`config.mk`:
```
export PLATFORM = sky130hd
export DESIGN_NAME = cond_logic
export DESIGN_NICKNAME = d
export VERILOG_FILES = /design/src/rtl/cpu_pkg.sv /design/src/rtl/cond_check.sv /design/src/rtl/cond_logic.sv
export SDC_FILE = /design/constraint.sdc
export NUM_CORES = 1
export LEC_CHECK = 0
export ABC_AREA = 1
export CORE_UTILIZATION = 54
export CTS_CLUSTER_DIAMETER = 40
export DETAILED_ROUTE_END_ITERATION = 12
export GPL_TIMING_DRIVEN = 0
export MAX_ROUTING_LAYER = met4
export PLACE_DENSITY = 0.85
export SYNTH_ARGS = -nofsm -noshare
export SYNTH_HDL_FRONTEND = slang
export SYNTH_SLANG_ARGS = --single-unit
```
`constraint.sdc`:
```
create_clock -name clk -period 3.4 [get_ports clk]
set_input_delay 0.51 -clock clk [delete_from_list [all_inputs] [get_ports clk]]
set_output_delay 0.51 -clock clk [all_outputs]
set_load 0.005 [all_outputs]
```
`src/rtl/cpu_pkg.sv`:
```
// Shared CPU definitions: condition-code encodings and NZCV flag bit positions.
// Imported by the condition-check and conditional-execution blocks, and by any
// later pipelined variant that reuses them.
package cpu_pkg;

    // Instruction condition field encodings (instr[31:28])
    localparam logic [3:0] COND_EQ = 4'b0000;
    localparam logic [3:0] COND_NE = 4'b0001;
    localparam logic [3:0] COND_CS = 4'b0010;
    localparam logic [3:0] COND_CC = 4'b0011;
    localparam logic [3:0] COND_MI = 4'b0100;
    localparam logic [3:0] COND_PL = 4'b0101;
    localparam logic [3:0] COND_VS = 4'b0110;
    localparam logic [3:0] COND_VC = 4'b0111;
    localparam logic [3:0] COND_HI = 4'b1000;
    localparam logic [3:0] COND_LS = 4'b1001;
    localparam logic [3:0] COND_GE = 4'b1010;
    localparam logic [3:0] COND_LT = 4'b1011;
    localparam logic [3:0] COND_GT = 4'b1100;
    localparam logic [3:0] COND_LE = 4'b1101;
    localparam logic [3:0] COND_AL = 4'b1110;
    localparam logic [3:0] COND_NV = 4'b1111;

    // Bit positions within the {N,Z,C,V} flag vector
    localparam int FLAG_N = 3;
    localparam int FLAG_Z = 2;
    localparam int FLAG_C = 1;
    localparam int FLAG_V = 0;

endpackage

```
`src/rtl/cond_check.sv`:
```
// Purely combinational condition evaluator.
// Ports:
//   cond    in  [3:0]  instruction condition field
//   flags   in  [3:0]  architectural {N,Z,C,V}
//   cond_ex out        1 when the condition passes on flags
// The reserved encoding (COND_NV) never passes.
module cond_check
    import cpu_pkg::*;
(
    input  logic [3:0] cond,
    input  logic [3:0] flags,
    output logic       cond_ex
);

    logic n, z, c, v;

    assign n = flags[FLAG_N];
    assign z = flags[FLAG_Z];
    assign c = flags[FLAG_C];
    assign v = flags[FLAG_V];

    always_comb begin
        cond_ex = 1'b0;
        case (cond)
            COND_EQ: cond_ex = z;
            COND_NE: cond_ex = ~z;
            COND_CS: cond_ex = c;
            COND_CC: cond_ex = ~c;
            COND_MI: cond_ex = n;
            COND_PL: cond_ex = ~n;
            COND_VS: cond_ex = v;
            COND_VC: cond_ex = ~v;
            COND_HI: cond_ex = c & ~z;
            COND_LS: cond_ex = ~c | z;
            COND_GE: cond_ex = (n == v);
            COND_LT: cond_ex = (n != v);
            COND_GT: cond_ex = ~z & (n == v);
            COND_LE: cond_ex = z | (n != v);
            COND_AL: cond_ex = 1'b1;
            default: cond_ex = 1'b0;   // COND_NV: reserved, never executes
        endcase
    end

endmodule

```
`src/rtl/cond_logic.sv`:
```
// Conditional-execution stage behind the instruction decoder.
// Holds the NZCV flags, evaluates the condition field against them, gates the
// decoder write strobes, commits ALU flags and counts executed/skipped
// instructions with saturating counters.
// Ports:
//   clk, reset                  clock, synchronous active-high reset
//   instr_valid                 real instruction this cycle (low = bubble)
//   cond[3:0], alu_flags[3:0]   condition field, ALU {N,Z,C,V}
//   flag_w[1:0]                 [1] N/Z group, [0] C/V group write enables
//   pcs, reg_w, mem_w, no_write decoder requests
//   cond_ex, pc_src, reg_write, mem_write   combinational gated outputs
//   flags[3:0]                  registered {N,Z,C,V}
//   exec_count, skip_count      saturating instruction counters
module cond_logic
    import cpu_pkg::*;
#(
    parameter int CNT_W = 16
) (
    input  logic             clk,
    input  logic             reset,
    input  logic             instr_valid,
    input  logic [3:0]       cond,
    input  logic [3:0]       alu_flags,
    input  logic [1:0]       flag_w,
    input  logic             pcs,
    input  logic             reg_w,
    input  logic             mem_w,
    input  logic             no_write,
    output logic             cond_ex,
    output logic             pc_src,
    output logic             reg_write,
    output logic             mem_write,
    output logic [3:0]       flags,
    output logic [CNT_W-1:0] exec_count,
    output logic [CNT_W-1:0] skip_count
);

    localparam logic [CNT_W-1:0] CNT_MAX = {CNT_W{1'b1}};

    logic [3:0]       flags_reg, flags_next;
    logic [CNT_W-1:0] exec_reg, exec_next;
    logic [CNT_W-1:0] skip_reg, skip_next;
    logic             commit;

    // Condition is always evaluated on the registered flags, so an
    // instruction sees the flags of its predecessor, never its own.
    cond_check u_cond_check (
        .cond    (cond),
        .flags   (flags_reg),
        .cond_ex (cond_ex)
    );

    assign commit    = instr_valid & cond_ex;
    assign pc_src    = pcs & commit;
    assign reg_write = reg_w & commit & ~no_write;
    assign mem_write = mem_w & commit;

    // Flag group gi covers flags[2*gi+1 : 2*gi]; flag_w[gi] enables it.
    // That maps flag_w[1] -> {N,Z} and flag_w[0] -> {C,V}.
    generate
        for (genvar gi = 0; gi < 2; gi++) begin : g_flag_grp
            assign flags_next[2*gi+1 -: 2] = (commit && flag_w[gi])
                                           ? alu_flags[2*gi+1 -: 2]
                                           : flags_reg[2*gi+1 -: 2];
        end
    endgenerate

    // Exactly one counter moves per valid instruction; both hold at all-ones.
    always_comb begin
        exec_next = exec_reg;
        skip_next = skip_reg;
        if (instr_valid) begin
            if (cond_ex) begin
                if (exec_reg != CNT_MAX) exec_next = exec_reg + 1'b1;
            end else begin
                if (skip_reg != CNT_MAX) skip_next = skip_reg + 1'b1;
            end
        end
    end

    always_ff @(posedge clk) begin
        if (reset) begin
            flags_reg <= 4'b0000;
            exec_reg  <= '0;
            skip_reg  <= '0;
        end else begin
            flags_reg <= flags_next;
            exec_reg  <= exec_next;
            skip_reg  <= skip_next;
        end
    end

    assign flags      = flags_reg;
    assign exec_count = exec_reg;
    assign skip_count = skip_reg;

endmodule

```
# ---- Word-level counts from Yosys, hierarchy flattened
# Cells that the tools add are included.
dict set report totals {
  ff_bits 36
  inputBits 17
  out_inout_bits 40
  wordCells 45
}
dict set report classes {
  add_sub_neg 2
  eq_ne 18
  muxes 1
  bitwise_logic 15
  reduce_logical 5
}
# cell n
set ops {}
lappend ops {{$add 16x1->16 const B} 2}
lappend ops {{$ne 16x16->1 const B} 2}
lappend ops {{$eq 4x4->1 const B} 7}
lappend ops {{$eq 4x3->1 const B} 4}
lappend ops {{$pmux 1 s15} 1}
lappend ops {{$eq 4x2->1 const B} 2}
lappend ops {{$and 1x1->1} 7}
lappend ops {{$not 1->1} 6}
lappend ops {{$reduce_and 3->1} 2}
lappend ops {{$eq 4x1->1 const B} 1}
lappend ops {{$logic_not 4->1} 1}
lappend ops {{$logic_and 1x1->1} 2}
lappend ops {{$or 1x1->1} 2}
lappend ops {{$eq 1x1->1} 1}
lappend ops {{$ne 1x1->1} 1}

# ---- Depth between registers and ports, before layout
dict set report depth {
  word_depth 6
  ltp_mapped 14
}

# ---- Cells and area by module
# Synthesis repeated with hierarchy kept, for this count alone.
dict set report unflattened {
  hier_cells 381
  hier_area_um2 2293.4
}
# mod n_inst cells_per_inst area_each_um2 seq_area_each_um2
set by_module_without_submodules {}
lappend by_module_without_submodules {cond_logic 1 326 2064.5 720.7}
lappend by_module_without_submodules {cond_check 1 55 229.0 0.0}

# ---- Least setup slack after synthesis
# Ideal clock, no wire load.
dict set report synth_path {
  path_kind {input to output}
  startpoint {in cond[3]}
  endpoint {out reg_write}
  t_arrival_ns 1.532
  slack_ns 1.358
  cell_stages 8
  path_cell_list {inv_1 nand3_1 o21ai_0 a21oi_1 nand2_2 buf_4 nand2_1 nor3b_1}
}
dict set report synth_via {
  elab_chain_cells 5
}
# item line_no
set synth_rtl {}
lappend synth_rtl {{from (decl)} cond_logic.sv:22} ;# input logic [3:0] cond,
lappend synth_rtl {{$eq 4x4->1, or another cell as far along} cond_check.sv:24} ;# case (cond)
lappend synth_rtl {{$pmux 1 s15 *} cond_check.sv:24}
lappend synth_rtl {{$and 1x1->1 *} cond_logic.sv:53} ;# assign commit = instr_valid & cond_ex;
lappend synth_rtl {{$and 1x1->1 * (2 in a row)} cond_logic.sv:55} ;# assign reg_write = reg_w & commit & ~no_write;
lappend synth_rtl {{to (decl)} cond_logic.sv:31} ;# output logic reg_write,
# Every way passes the cells marked *; elsewhere a longest branch is shown, timed or not.

# ---- Worst setup path in the final report
dict set report layout_path {
  startpoint {in cond[2]}
  endpoint {out reg_write}
}
# Same word-level chain as after synthesis.

==> summary.md <==
| Metric | Value |
|---|---|
| Critical path buffers and inverters | 4 |
| Share of cells above drive strength 1 | 0.0754 |
| Synth Cell Area | 0.00248 mm2 |
| Worst-Margin Slew | 0.597 ns |
| Gr ovfl total | 0 |
| Hold/Removal Path Class | reg2reg |
| Maximum root-to-sink buffer count | 2 |
| Top FF cell, synth | dfxtp_1 |
| Vias per cell | 5.13 |
| Combinational share of power | 0.259 |
| Max-slew violations | 0 |
| Vias in the first global route | 2585 |
| Max-cap violations | 0 |
| HPWL Detailed | 4580 um |
| EDFF count, synth | 0 |
| CP Capture Type | primary output |
| Initial DRC Count | 228 |
| Met2 routed WL | 3040 um |
| Met3 routed WL | 346 um |
| Initial antenna violation count | 0 |
| Yosys Warn Count | 0 |
| Crit-path max FO | 10 |
| GRT Overall Usage | 0.280 |
| P per Cell Area | 363 mW/mm2 |
| Initial Util | 0.567 |
| Mean routed wirelength per cell | 11.7 um |
| Sequential power share | 0.413 |
| Int Power | 0.809 mW |
| Leakage | 1.53 nW |
| CTS Hold Bufs | 0 |
| Yosys cell types | 28 |
| Core footprint | 0.00438 mm2 |
| Clk_lat worst skew | 0.30 ns |
| Worst path required time | 2.89 ns |
| Cell mode on critical path | nand2_1 |
| Port Buf Inserts | 56 |
| Layout area overhead | 30.0% |
| Setup TNS | 0 ns |
| Mapped Nets | 446 |
| Num rows | 24 |
| Setup-failing EPs final | 0 |
| ANT cells | 0 |
| IO Count | 57 |
| CTS H-tree lvls | 2 |
| Clock network power share | 0.328 |
| Slowest stage delay, CP | 0.59 ns |
| Final Cell Area | 0.00323 mm2 |
| Placed cell area | 0.00311 mm2 |
| Setup CP Type | in2out |
| 1st-pass router iterations | 7 |
| Die X | 69.8 um |
| Post-route clock period utilization | 0.947 |
| Ys async rst share | 0 |
| Yosys top cell by area | dfxtp_1 |
| Crit path launch type | primary input |
| DRC Markers | 0 |
| CP Cell Sequence | clkdlybuf4s50_1 -> nand2_2 -> inv_1 -> nand2_1 -> nand2_1 -> nand2_1 -> nand2_1 -> nor2_2 -> nand2_2 -> buf_4 -> nand2_1 -> nor3b_1 -> clkdlybuf4s50_1 |
| Net load switching power | 0.362 mW |
| FF+latch count, synth | 36 |
| RSZ-0062 raised after global routing | false |
| Max Clk Rate | 310 MHz |
| Status | finished clean |
| Die area | 0.00488 mm2 |
| Minimum clock period | 3.22 ns |
| R2R setup slack | 1.40 ns |
| CTS tree | yes |
| Met1 wire length | 2890 um |
| Routed vias | 2788 |
| Peak VDD IR | 0.295 mV |
| CP arrival | 2.71 ns |
| Final GP Congestion | 0.873 |
| Final Hold Viols | 0 |
| Sw Share | 0.309 |
| Final Net Count | 509 |
| Uppermost layer routed | met4 |
| Slowest CP cell | clkdlybuf4s50_1 |
| Largest net degree at the start of global routing | 12 |
| Synth area leaders | dfxtp_1 (29%), nand2_1 (19%), nor2_1 (13%) |
| Slew Limit Headroom | 0.602 |
| CTS sink count | 36 |
| Final core occ | 0.737 |
| CP delay by family, top | buffers and inverters |
| Clk_skew | 0.00962 ns |
| Synth top area share | 0.290 |
| Die height | 69.8 um |
| First-pass GRT wire length | 10900 um |
| Sequential share of the synthesized area | 0.290 |
| Syn Area/Cell | 5.82 um2 |
| Cells after Synth | 427 |
| Final WL | 6360 um |
| Clk root buf | clkbuf_8 |
| Inserted Clock Buffers | 5 |
| Post-DRT Antenna Nets | 0 |
| Clock-pin slew on the worst setup and hold paths | 0.07 ns |
==> metal layers <==
metal / global-route usage / vias up
met2: 0.457 / 93
met5: - / -
met3: 0.0523 / 11
met1: 0.344 / 1241
met4: 0.102 / 0
li1: - / 1443
==> logic make-up after synthesis <==
kind of cell | synth area share
buffers and inverters | 0.127
AO/OA/AOI/OAI | 0.0186
flip-flops | 0.290
AND/OR/NAND/NOR | 0.508
adder cells (fa/ha/maj) | 0.0101
XOR/XNOR | 0.0458
==> worst register-to-register path, delay by kind of cell (launching register included) <==
kind / cells / cell delay, ns
buffers and inverters: 2 / 0.39
DFF: 1 / 0.38
and+or+nand+nor: 8 / 0.96
adders and majority gates: 1 / 0.21
==> cells in the mapped netlist, drive strengths merged (3+ instances only) <==
master,n
nand2,130
nor2,97
inv,64
nand3,38
dfxtp,36
nand4,20
xor2,12
buf,8
clkbuf,4
o21ai,4
a21oi,3
nor3,3
==> per-stage QoR <==
step	worst slack, ns	power [mW]	hold WS [ns]	std cells
floorplan	1.36	0.663	0.522	427
global placement	0.112	0.783	0.533	535
detailed placement	0.101	0.790	0.535	535
CTS	0.0890	1.17	0.552	543
global route	0.00987	1.23	0.594	543
finish	0.179	1.17	0.548	543
==> cell usage in the layout, fill, tap and decap left out <==
master,count
nand2_1,127
nor2_1,82
inv_1,60
clkdlybuf4s50_1,54
nand3_1,37
dfxtp_1,36
nand4_1,20
nor2_2,13
xor2_1,12
clkbuf_1,5
clkbuf_8,5
inv_2,4
o21ai_0,4
nand2_2,3
nor3_1,3
buf_6,3
nor2_4,2
a21oi_1,2
buf_4,2
buf_1,2
ha_1,2
dlymetal6s2s_1,2
a21oi_2,1
nor3b_1,1
buf_2,1
o211ai_1,1
nor4_1,1
and2_1,1
nand3_2,1
xnor2_1,1
nand3b_1,1
clkinv_2,1
bufinv_16,1
==> cell type report <==
cell class | count | area (um2)
repair buffers | 56 | 566
plain buffers | 12 | 76.3
clock inverters | 2 | 35.0
flip-flops and latches | 36 | 721
well taps | 52 | 65.1
clock buffers | 6 | 72.6
inverters | 64 | 240
multi-input cells | 315 | 1460
fillers | 377 | 1150
==> path summary, 6_finish.rpt <==
path | startpoint | end | cells past startpoint
setup / recovery | cond[2] | reg_write | 13
setup reg to reg | skip_count[1] | skip_count[6] | 11
hold reg to reg | exec_count[4] | exec_count[4] | 3
hold / removal | exec_count[4] | exec_count[4] | 3
==> what timing repair did <==
action,in CTS,in global routing
setup buffers,0,0
setup endpoints to repair,0,2
resized for setup,0,5
==> power by group through the flow <==
| stage | Sequential, mW | Combinational, mW | Clock, mW |
|---|---|---|---|
| floorplan | 0.489 | 0.174 | 0 |
| global placement | 0.491 | 0.292 | 0 |
| detailed placement | 0.491 | 0.298 | 0 |
| CTS | 0.483 | 0.301 | 0.388 |
| global route | 0.488 | 0.338 | 0.407 |
| finish | 0.483 | 0.304 | 0.385 |
Note: power is estimated with default switching activity, not from simulation.
